--- src/rtl/upsample_2x_pkg.sv ---
// Shared definitions for the 2x2 nearest-neighbour unpooling stage.
// Pixel/line defaults match the max-pooling stage so both ends of the pipeline agree.
package upsample_2x_pkg;

    localparam int DEF_DATA_W = 16;
    localparam int DEF_LINE_W = 16;

    typedef enum logic [2:0] {
        IDLE   = 3'b001,
        FILL   = 3'b010,
        REPLAY = 3'b100
    } state_t;

endpackage

--- src/rtl/upsample_line_buf.sv ---
// One-line pixel store with synchronous write and synchronous 1-cycle read.
// rdata holds its value on cycles without a read.
module upsample_line_buf #(
    parameter int DATA_W = 16,
    parameter int ADDR_W = 5
) (
    input  logic              clk,
    input  logic              en,
    input  logic              wen,
    input  logic [ADDR_W-1:0] addr,
    input  logic [DATA_W-1:0] wdata,
    output logic [DATA_W-1:0] rdata
);

    // Sized to the full address space so every address is in range.
    logic [DATA_W-1:0] mem [2**ADDR_W];

    always_ff @(posedge clk) begin
        if (en) begin
            if (wen) begin
                mem[addr] <= wdata;
            end else begin
                rdata <= mem[addr];
            end
        end
    end

endmodule

--- src/rtl/upsample_2x.sv ---
// 2x2 nearest-neighbour unpooling: each pixel is emitted twice, each line twice.
// Handshake: a pixel is taken on any cycle where in_valid and in_ready are both high; the output side has no backpressure.
module upsample_2x
    import upsample_2x_pkg::*;
#(
    parameter int DATA_W = DEF_DATA_W,
    parameter int LINE_W = DEF_LINE_W,
    parameter int ADDR_W = 5
) (
    input  logic              clk,
    input  logic              rst,
    input  logic              in_valid,
    output logic              in_ready,
    input  logic [DATA_W-1:0] sig_layer,
    input  logic              frame_start_in,
    input  logic              line_start_in,
    input  logic              frame_end_in,
    output logic [DATA_W-1:0] up_layer,
    output logic              valid,
    output logic              frame_start_out,
    output logic              line_start_out,
    output logic              frame_end_out,
    output logic [2:0]        state_dbg
);

    localparam logic [ADDR_W-1:0] LAST = ADDR_W'(LINE_W - 1);

    state_t            state_q, state_n;
    logic [ADDR_W-1:0] col_q, col_n, raddr_q, raddr_n;
    logic              dup_q, dup_n, fe_latch_q, fe_latch_n, last_q, last_n;
    logic [DATA_W-1:0] up_n;
    logic              valid_n, fs_n, ls_n, fe_n, ready_n;
    logic              buf_en, buf_wen;
    logic [ADDR_W-1:0] buf_addr;
    logic [DATA_W-1:0] rdata;
    logic              accept;
    logic              unused_line_start;

    // Line position comes from col, so the incoming line marker carries no information.
    assign unused_line_start = line_start_in;
    assign accept            = in_valid & in_ready;
    assign state_dbg         = state_q;

    upsample_line_buf #(
        .DATA_W(DATA_W),
        .ADDR_W(ADDR_W)
    ) u_line_buf (
        .clk  (clk),
        .en   (buf_en),
        .wen  (buf_wen),
        .addr (buf_addr),
        .wdata(sig_layer),
        .rdata(rdata)
    );

    always_comb begin
        state_n    = state_q;
        col_n      = col_q;
        raddr_n    = raddr_q;
        dup_n      = dup_q;
        fe_latch_n = fe_latch_q;
        last_n     = last_q;
        up_n       = up_layer;
        valid_n    = 1'b0;
        fs_n       = 1'b0;
        ls_n       = 1'b0;
        fe_n       = 1'b0;
        buf_en     = 1'b0;
        buf_wen    = 1'b0;
        buf_addr   = col_q;
        ready_n    = 1'b0;

        case (state_q)
            IDLE: begin
                if (accept && frame_start_in) begin
                    buf_en     = 1'b1;
                    buf_wen    = 1'b1;
                    buf_addr   = '0;
                    up_n       = sig_layer;
                    valid_n    = 1'b1;
                    dup_n      = 1'b0;
                    fs_n       = 1'b1;
                    ls_n       = 1'b1;
                    col_n      = ADDR_W'(1);
                    last_n     = 1'b0;
                    fe_latch_n = frame_end_in;
                    state_n    = FILL;
                end
            end
            FILL: begin
                if (accept) begin
                    buf_en     = 1'b1;
                    buf_wen    = 1'b1;
                    up_n       = sig_layer;
                    valid_n    = 1'b1;
                    dup_n      = 1'b0;
                    ls_n       = (col_q == '0);
                    fe_latch_n = fe_latch_q | frame_end_in;
                    if (col_q == LAST) begin
                        col_n  = '0;
                        last_n = 1'b1;
                    end else begin
                        col_n = col_q + 1'b1;
                    end
                end else if (valid && !dup_q) begin
                    valid_n = 1'b1;
                    dup_n   = 1'b1;
                    if (last_q) begin
                        // Prefetch entry 0 so REPLAY starts without a bubble.
                        state_n  = REPLAY;
                        raddr_n  = '0;
                        buf_en   = 1'b1;
                        buf_addr = '0;
                    end
                end
            end
            REPLAY: begin
                // dup_q is the copy on the output now; the next copy is its inverse.
                up_n    = rdata;
                valid_n = 1'b1;
                dup_n   = ~dup_q;
                ls_n    = (raddr_q == '0) && dup_q;
                if (!dup_q) begin
                    if (raddr_q == LAST) begin
                        fe_n       = fe_latch_q;
                        fe_latch_n = 1'b0;
                        last_n     = 1'b0;
                        col_n      = '0;
                        state_n    = fe_latch_q ? IDLE : FILL;
                    end else begin
                        raddr_n  = raddr_q + 1'b1;
                        buf_en   = 1'b1;
                        buf_addr = raddr_q + 1'b1;
                    end
                end
            end
            default: state_n = IDLE;
        endcase

        case (state_n)
            IDLE:    ready_n = 1'b1;
            FILL:    ready_n = ~(valid_n & ~dup_n) & ~last_n;
            default: ready_n = 1'b0;
        endcase
    end

    always_ff @(posedge clk) begin
        if (rst) begin
            state_q         <= IDLE;
            col_q           <= '0;
            raddr_q         <= '0;
            dup_q           <= 1'b0;
            fe_latch_q      <= 1'b0;
            last_q          <= 1'b0;
            up_layer        <= '0;
            valid           <= 1'b0;
            frame_start_out <= 1'b0;
            line_start_out  <= 1'b0;
            frame_end_out   <= 1'b0;
            in_ready        <= 1'b0;
        end else begin
            state_q         <= state_n;
            col_q           <= col_n;
            raddr_q         <= raddr_n;
            dup_q           <= dup_n;
            fe_latch_q      <= fe_latch_n;
            last_q          <= last_n;
            up_layer        <= up_n;
            valid           <= valid_n;
            frame_start_out <= fs_n;
            line_start_out  <= ls_n;
            frame_end_out   <= fe_n;
            in_ready        <= ready_n;
        end
    end

endmodule

--- config.mk ---
export PLATFORM = sky130hd
export DESIGN_NAME = upsample_2x
export DESIGN_NICKNAME = d
export VERILOG_FILES = /design/src/rtl/upsample_2x_pkg.sv /design/src/rtl/upsample_line_buf.sv /design/src/rtl/upsample_2x.sv
export SDC_FILE = /design/constraint.sdc
export NUM_CORES = 1
export LEC_CHECK = 0
export CORE_MARGIN = 5
export CORE_UTILIZATION = 31
export CTS_BUF_LIST = sky130_fd_sc_hd__clkbuf_4 sky130_fd_sc_hd__clkbuf_8 sky130_fd_sc_hd__clkbuf_16
export DETAILED_ROUTE_END_ITERATION = 6
export DONT_BUFFER_PORTS = 1
export PLACE_DENSITY = 0.5
export SETUP_SLACK_MARGIN = 0.1
export SLEW_MARGIN = 20
export SYNTH_ARGS = -nofsm -noshare
export SYNTH_HDL_FRONTEND = slang
export SYNTH_SLANG_ARGS = --single-unit
--- constraint.sdc ---
create_clock -name clk -period 7.05 [get_ports clk]
set_input_delay 1.41 -clock clk [delete_from_list [all_inputs] [get_ports clk]]
set_output_delay 1.41 -clock clk [all_outputs]
set_load 0.01 [all_outputs]
# After elaboration in Yosys (flattened, before gate mapping)
# Memories as Yosys holds them, arrays and structs flattened. A register that Yosys moved wholly into a read port is not among the register bits.
# Cells that the tools add are included.
# word_totals
reg_bits	37
ram_bits	512
output_inout_bits	24
mem_count	1
# memory_table
name	words	word_bits	read_ports	rd_clocked_by_memory_dff	wr	line	text
u_line_buf.mem	32	16	1	1	1	upsample_line_buf.sv:16	logic [DATA_W-1:0] mem [2**ADDR_W];
# op_classes
add_sub_neg	2
eq_ne	15
mux	63
bitwise_logic	12
reduce_logical	14
# op_table
op	count
$mux W5	16
$pmux W16 S3	1
$mux W16	2
$pmux W5 S3	2
$mux W1	25
$mux W3	6
$pmux W1 S3	6
$ne A2 B2 Y1 const B	8
$add A5 B1 Y5 const B	2
$eq A5 B4 Y1 const B	2
$logic_not A5 Y1	2
$pmux W5 S2	1
$pmux W3 S3	1
$not A1 Y1	8
$eq A3 B1 Y1 const B	2
$eq A3 B2 Y1 const B	2
$reduce_and A6 Y1	1
$reduce_and A5 Y1	1
$pmux W1 S2	2
$reduce_or A4 Y1	1
$and A1 B1 Y1	3
$eq A3 B3 Y1 const B	1
$logic_and A1 B1 Y1	3
$reduce_and A3 Y1	1
other kinds (7)	7

# Longest topological paths before layout
# depth
ltp_word	10
mapped_depth	13
mapped_depth_nobuf	10

# Hierarchy
# From an unflattened synthesis, not the netlist that was laid out.
# unflattened
hier_cells	1339
hier_area_um2	22237.6
# modules_own_cells
mod	instances	cells_per_inst	area_per_inst_um2
upsample_line_buf	1	1089	20248.2
upsample_2x	1	250	1989.4

# Least setup slack after synthesis
# Ideal clock, no wire load.
# synth_timing
path_type	input-to-reg
from	input port frame_start_in
to	register u_line_buf.rdata[0], read port of u_line_buf.mem, enable pin
setup_ns	0.430
t_arrival_ns	3.594
required_ns	6.620
path_slack_ns	3.026
cell_stages	4
path_buffers	0
cell_sequence	nand3b_1 or2_2 o21ai_0 nor4_1
# synth_between
elab_chain_cells	5
word_cells_on_any_way	8
classes_between	mux (5); bitwise (1); reduce/logical (2)
# synth_rtl
element	line	text
start, declared	upsample_2x.sv:15	input logic frame_start_in,
$logic_and A1 B1 Y1 *	upsample_2x.sv:75	if (accept && frame_start_in) begin
$mux W1	upsample_2x.sv:75	
$pmux W1 S2	upsample_2x.sv:73	case (state_q)
$not A1 Y1 (no source line)	--	
$reduce_and A2 Y1 (no source line)	--	
end, declared	upsample_line_buf.sv:12	output logic [DATA_W-1:0] rdata
# Every way passes the cells marked *; elsewhere a longest branch is shown, timed or not.
# A chain may end at the register's enable or synchronous reset.

# Worst setup path after layout
# layout_timing
from	register raddr_q[0]
to	memory u_line_buf.mem[8][10], enable pin
# layout_between
elab_chain_cells	6
word_cells_on_any_way	10
classes_between	add/sub (1); eq/ne (1); mux (8)
# layout_rtl
element	line	text
start, declared	upsample_2x.sv:29	logic [ADDR_W-1:0] col_q, col_n, raddr_q, raddr_n;
start signal, assigned	upsample_2x.sv:164	raddr_q <= raddr_n;
branches (longest 6 deep; another with $add A5 B1 Y5)	--	
end, declared	upsample_line_buf.sv:16	
# Several ways; the timed one is not identified.

==> results.json <==
{
  "drtIter0Drc": 1054,
  "cp-end-kind": "flip-flop",
  "finalHoldViolCount": 0,
  "gp_congestion": 0.813,
  "track_usage_pct": 14.2,
  "dp_cells": 2369,
  "htreeDepth": 2,
  "yosysTopAreaCell": "edfxtp_1",
  "grt_pass1_wl_mm": 84.3,
  "maxSlewHeadroom_pct": 24.9,
  "synthesis.area_sq_um": 22400,
  "status": "finished clean",
  "hold_buffers": 0,
  "switching_share_pct": 19.8,
  "final_cells": 2477,
  "synth_flop_cell": "edfxtp_1",
  "synth_cells": 1498,
  "setup_violations": 0,
  "dr.pass1.iters": 6,
  "tritoncts": "done",
  "cts-root-buf": "clkbuf_16",
  "cp_data_required_time_ns": 7.28,
  "seq_power_share_pct": 54.3,
  "drv_cap": 0,
  "postCtsSetupBuffers": 0,
  "worst_ep_arrival_time_ns": 4.69,
  "path_class": "reg -> reg",
  "synth-simple-area-share_pct": 7.02,
  "synth.distinct_cells": 58,
  "ant_nets": 0,
  "synth_area_leaders": "edfxtp_1 (71%), mux2i_1 (5.4%), a221oi_1 (4.7%), nand2_1 (3.4%), dfxtp_1 (3.3%)",
  "grt-ovfl-total": 0,
  "final_net_count": 1507,
  "p_leak_uw": 0.00763,
  "dp_worst_setup_slack_ns": 2.01,
  "die-area_sq_um": 77700,
  "coreArea_sq_um": 71600,
  "p_comb_share_pct": 1.6,
  "skew_ns": 0.0174,
  "post_cts_resized": 0,
  "die_y_um": 279,
  "drc": 0,
  "synth-compound-area-share_pct": 10.4,
  "avgSynthCellArea_sq_um": 15.0,
  "fmax_mhz": 224,
  "initial_core_util_pct": 31.3,
  "synth_top_family_by_area": "compound AO/OA/AOI/OAI gates",
  "clockBufferDepth": 3,
  "synth_edf_count": 528,
  "setup_ws_ns": 2.58,
  "clock-sinks": 565,
  "clockPowerShare_pct": 44.1,
  "synthArstFlopShare_pct": 0,
  "yosys_warnings": 0,
  "switchingPower_uw": 1340,
  "synth_seq_cells": 565,
  "synth_fa_ha_area_share_pct": 0.335,
  "clk_latency_ns": 0.62,
  "finalMaxSlewViolations": 0,
  "ir_drop_uv": 187,
  "synth_xor_area_share_pct": 0.156,
  "dp_hpwl_mm": 33.7,
  "numCtsBuffers": 58,
  "synth_seq_area_share_pct": 74.1,
  "rsz0062_at_grt": "false",
  "wirelength_mm": 57.2,
  "antenna_found_initial": 0,
  "post_drt_wl_per_cell_um": 23.1,
  "synth_top_area_share_pct": 70.8,
  "finalSetupTns_ns": 0,
  "synthesis.nets": 1526,
  "max_stage_delay_ns": 0.85,
  "path_buf_inv": 1,
  "grt_pass1_vias": 12400,
  "die_w_um": 279,
  "grt_max_degree": 107,
  "crit_path_start_kind": "flip-flop",
  "period_share_pct": 63.3,
  "cp_slowest_cell": "nor2_2",
  "cp_top_family": "simple AND/OR/NAND/NOR gates",
  "min_period_ns": 4.47,
  "port_buffers": 0,
  "path_max_fanout": 16,
  "viasPerCell": 5.17,
  "diodes": 0,
  "tightest_slew_ns": 1.12,
  "cts.clk_slew.worst_paths_ns": 0.06,
  "power.density_nw_per_um2": 268,
  "ios": 46,
  "cp_cell_sequence": "ha_1, and3_1, ha_1, nor2_1, nor2_1, a211oi_1, o211ai_1, buf_4, nor2_2",
  "vias": 12800,
  "yosys-top-cells-count": "edfxtp_1 (528), nand2_1 (203), a21oi_1 (142)",
  "hold_path_class": "reg -> reg",
  "synthMuxAreaShare_pct": 5.36,
  "fp-row-count": 98,
  "syn2layout_area_growth_pct": 13.1,
  "p_int_uw": 5450,
  "drive_above_1_share_pct": 11.0,
  "yosysMostFrequentCell": "edfxtp_1"
}
[power by group through the flow]
stage          clock [uW]  combinational (uW)  sequential, uW
2_1_floorplan           0                81.0            3750
3_3_place_gp            0                 110            3760
3_5_place_dp            0                 111            3760
4_1_cts              3070                 111            3690
5_1_grt              3200                 122            3680
6_report             3000                 111            3690
[per-stage QoR]
step	hold WS (ns)	area, sq um	power (uW)	util (%)
after CTS	0.494	25300	6860	35.3
after floorplan	0.457	22400	3830	-
after global routing	0.514	25300	7010	35.4
final	0.493	25300	6790	35.4
after detailed placement	0.479	23400	3870	32.7
after global placement	0.468	23400	3870	32.7
[state kept, by name, indices dropped and copies added (netlist names)]
register	cells
frame_start_out	1
u_line_buf.rdata	16
dup_q	1
in_ready	1
state_dbg	3
u_line_buf.mem	512
valid	1
fe_latch_q	1
up_layer	16
last_q	1
line_start_out	1
raddr_q	5
col_q	5
frame_end_out	1
[cells by family (layout without fill, tap and decap cells)]
kind of cell | after synthesis | in the layout
AO/OA/AOI/OAI | 330 | 330
AND/OR/NAND/NOR | 360 | 360
flip-flops | 565 | 565
multiplexers | 120 | 120
XOR/XNOR | 4 | 4
adder cells (fa/ha/maj) | 6 | 6
buffers and inverters | 113 | 142
[placed cells by master, fill, tap and decap left out, types with 3 or more instances in the layout]
cell and count:
o22ai_1 4, nand3b_1 4, nor3b_1 3, clkbuf_4 16, clkbuf_16 59, buf_12 4
bufinv_16 4, a311oi_1 19, nor3_1 6, nor2_1 42, a221oi_1 120, ha_1 6
nor4_1 36, clkinv_2 7, nor2_4 11, dfxtp_1 37, nand2_1 203, a21oi_1 141
or2_2 3, a211oi_1 3, o211ai_1 4, a32o_1 7, clkinv_1 18, nor2_2 21
buf_4 23, edfxtp_1 528, mux2i_1 120, nand3_1 13, o21ai_0 7, inv_1 7
[cell type report]
cell class                 count  area (sq um)
fill                        6854         46300
sequential                   565         16600
multi-input combinational    820          5410
clock buffer                  75          1600
tap                          950          1190
clock inverter                33           267
timing repair buffer          27           253
inverter                       7          26.3
[metal layers]
layer  global-route usage, %  wire length (um)
met3                    2.49              3400
met5                       0                 0
met2                    22.4             26200
met1                    20.6             26400
met4                    3.73              1120
[worst reg2reg max path: stages, from the launching register on]
cell	delay (ns)
dfxtp_1	0.35
ha_1	0.30
and3_1	0.24
ha_1	0.22
nor2_1	0.30
nor2_1	0.10
a211oi_1	0.73
o211ai_1	0.57
buf_4	0.40
nor2_2	0.86
[worst paths after layout]
| kind | start | to | slack, ns | depth (start not counted) |
|---|---|---|---|---|
| worst min register to register | raddr_q[4] | raddr_q[4] | 0.49 | 2 |
| worst max register to register | raddr_q[0] | u_line_buf.mem[8][10] | 2.58 | 9 |
| worst min-delay path | raddr_q[4] | raddr_q[4] | 0.49 | 2 |
| worst max-delay path | raddr_q[0] | u_line_buf.mem[8][10] | 2.58 | 9 |
Power figures use the tool's default switching activity.
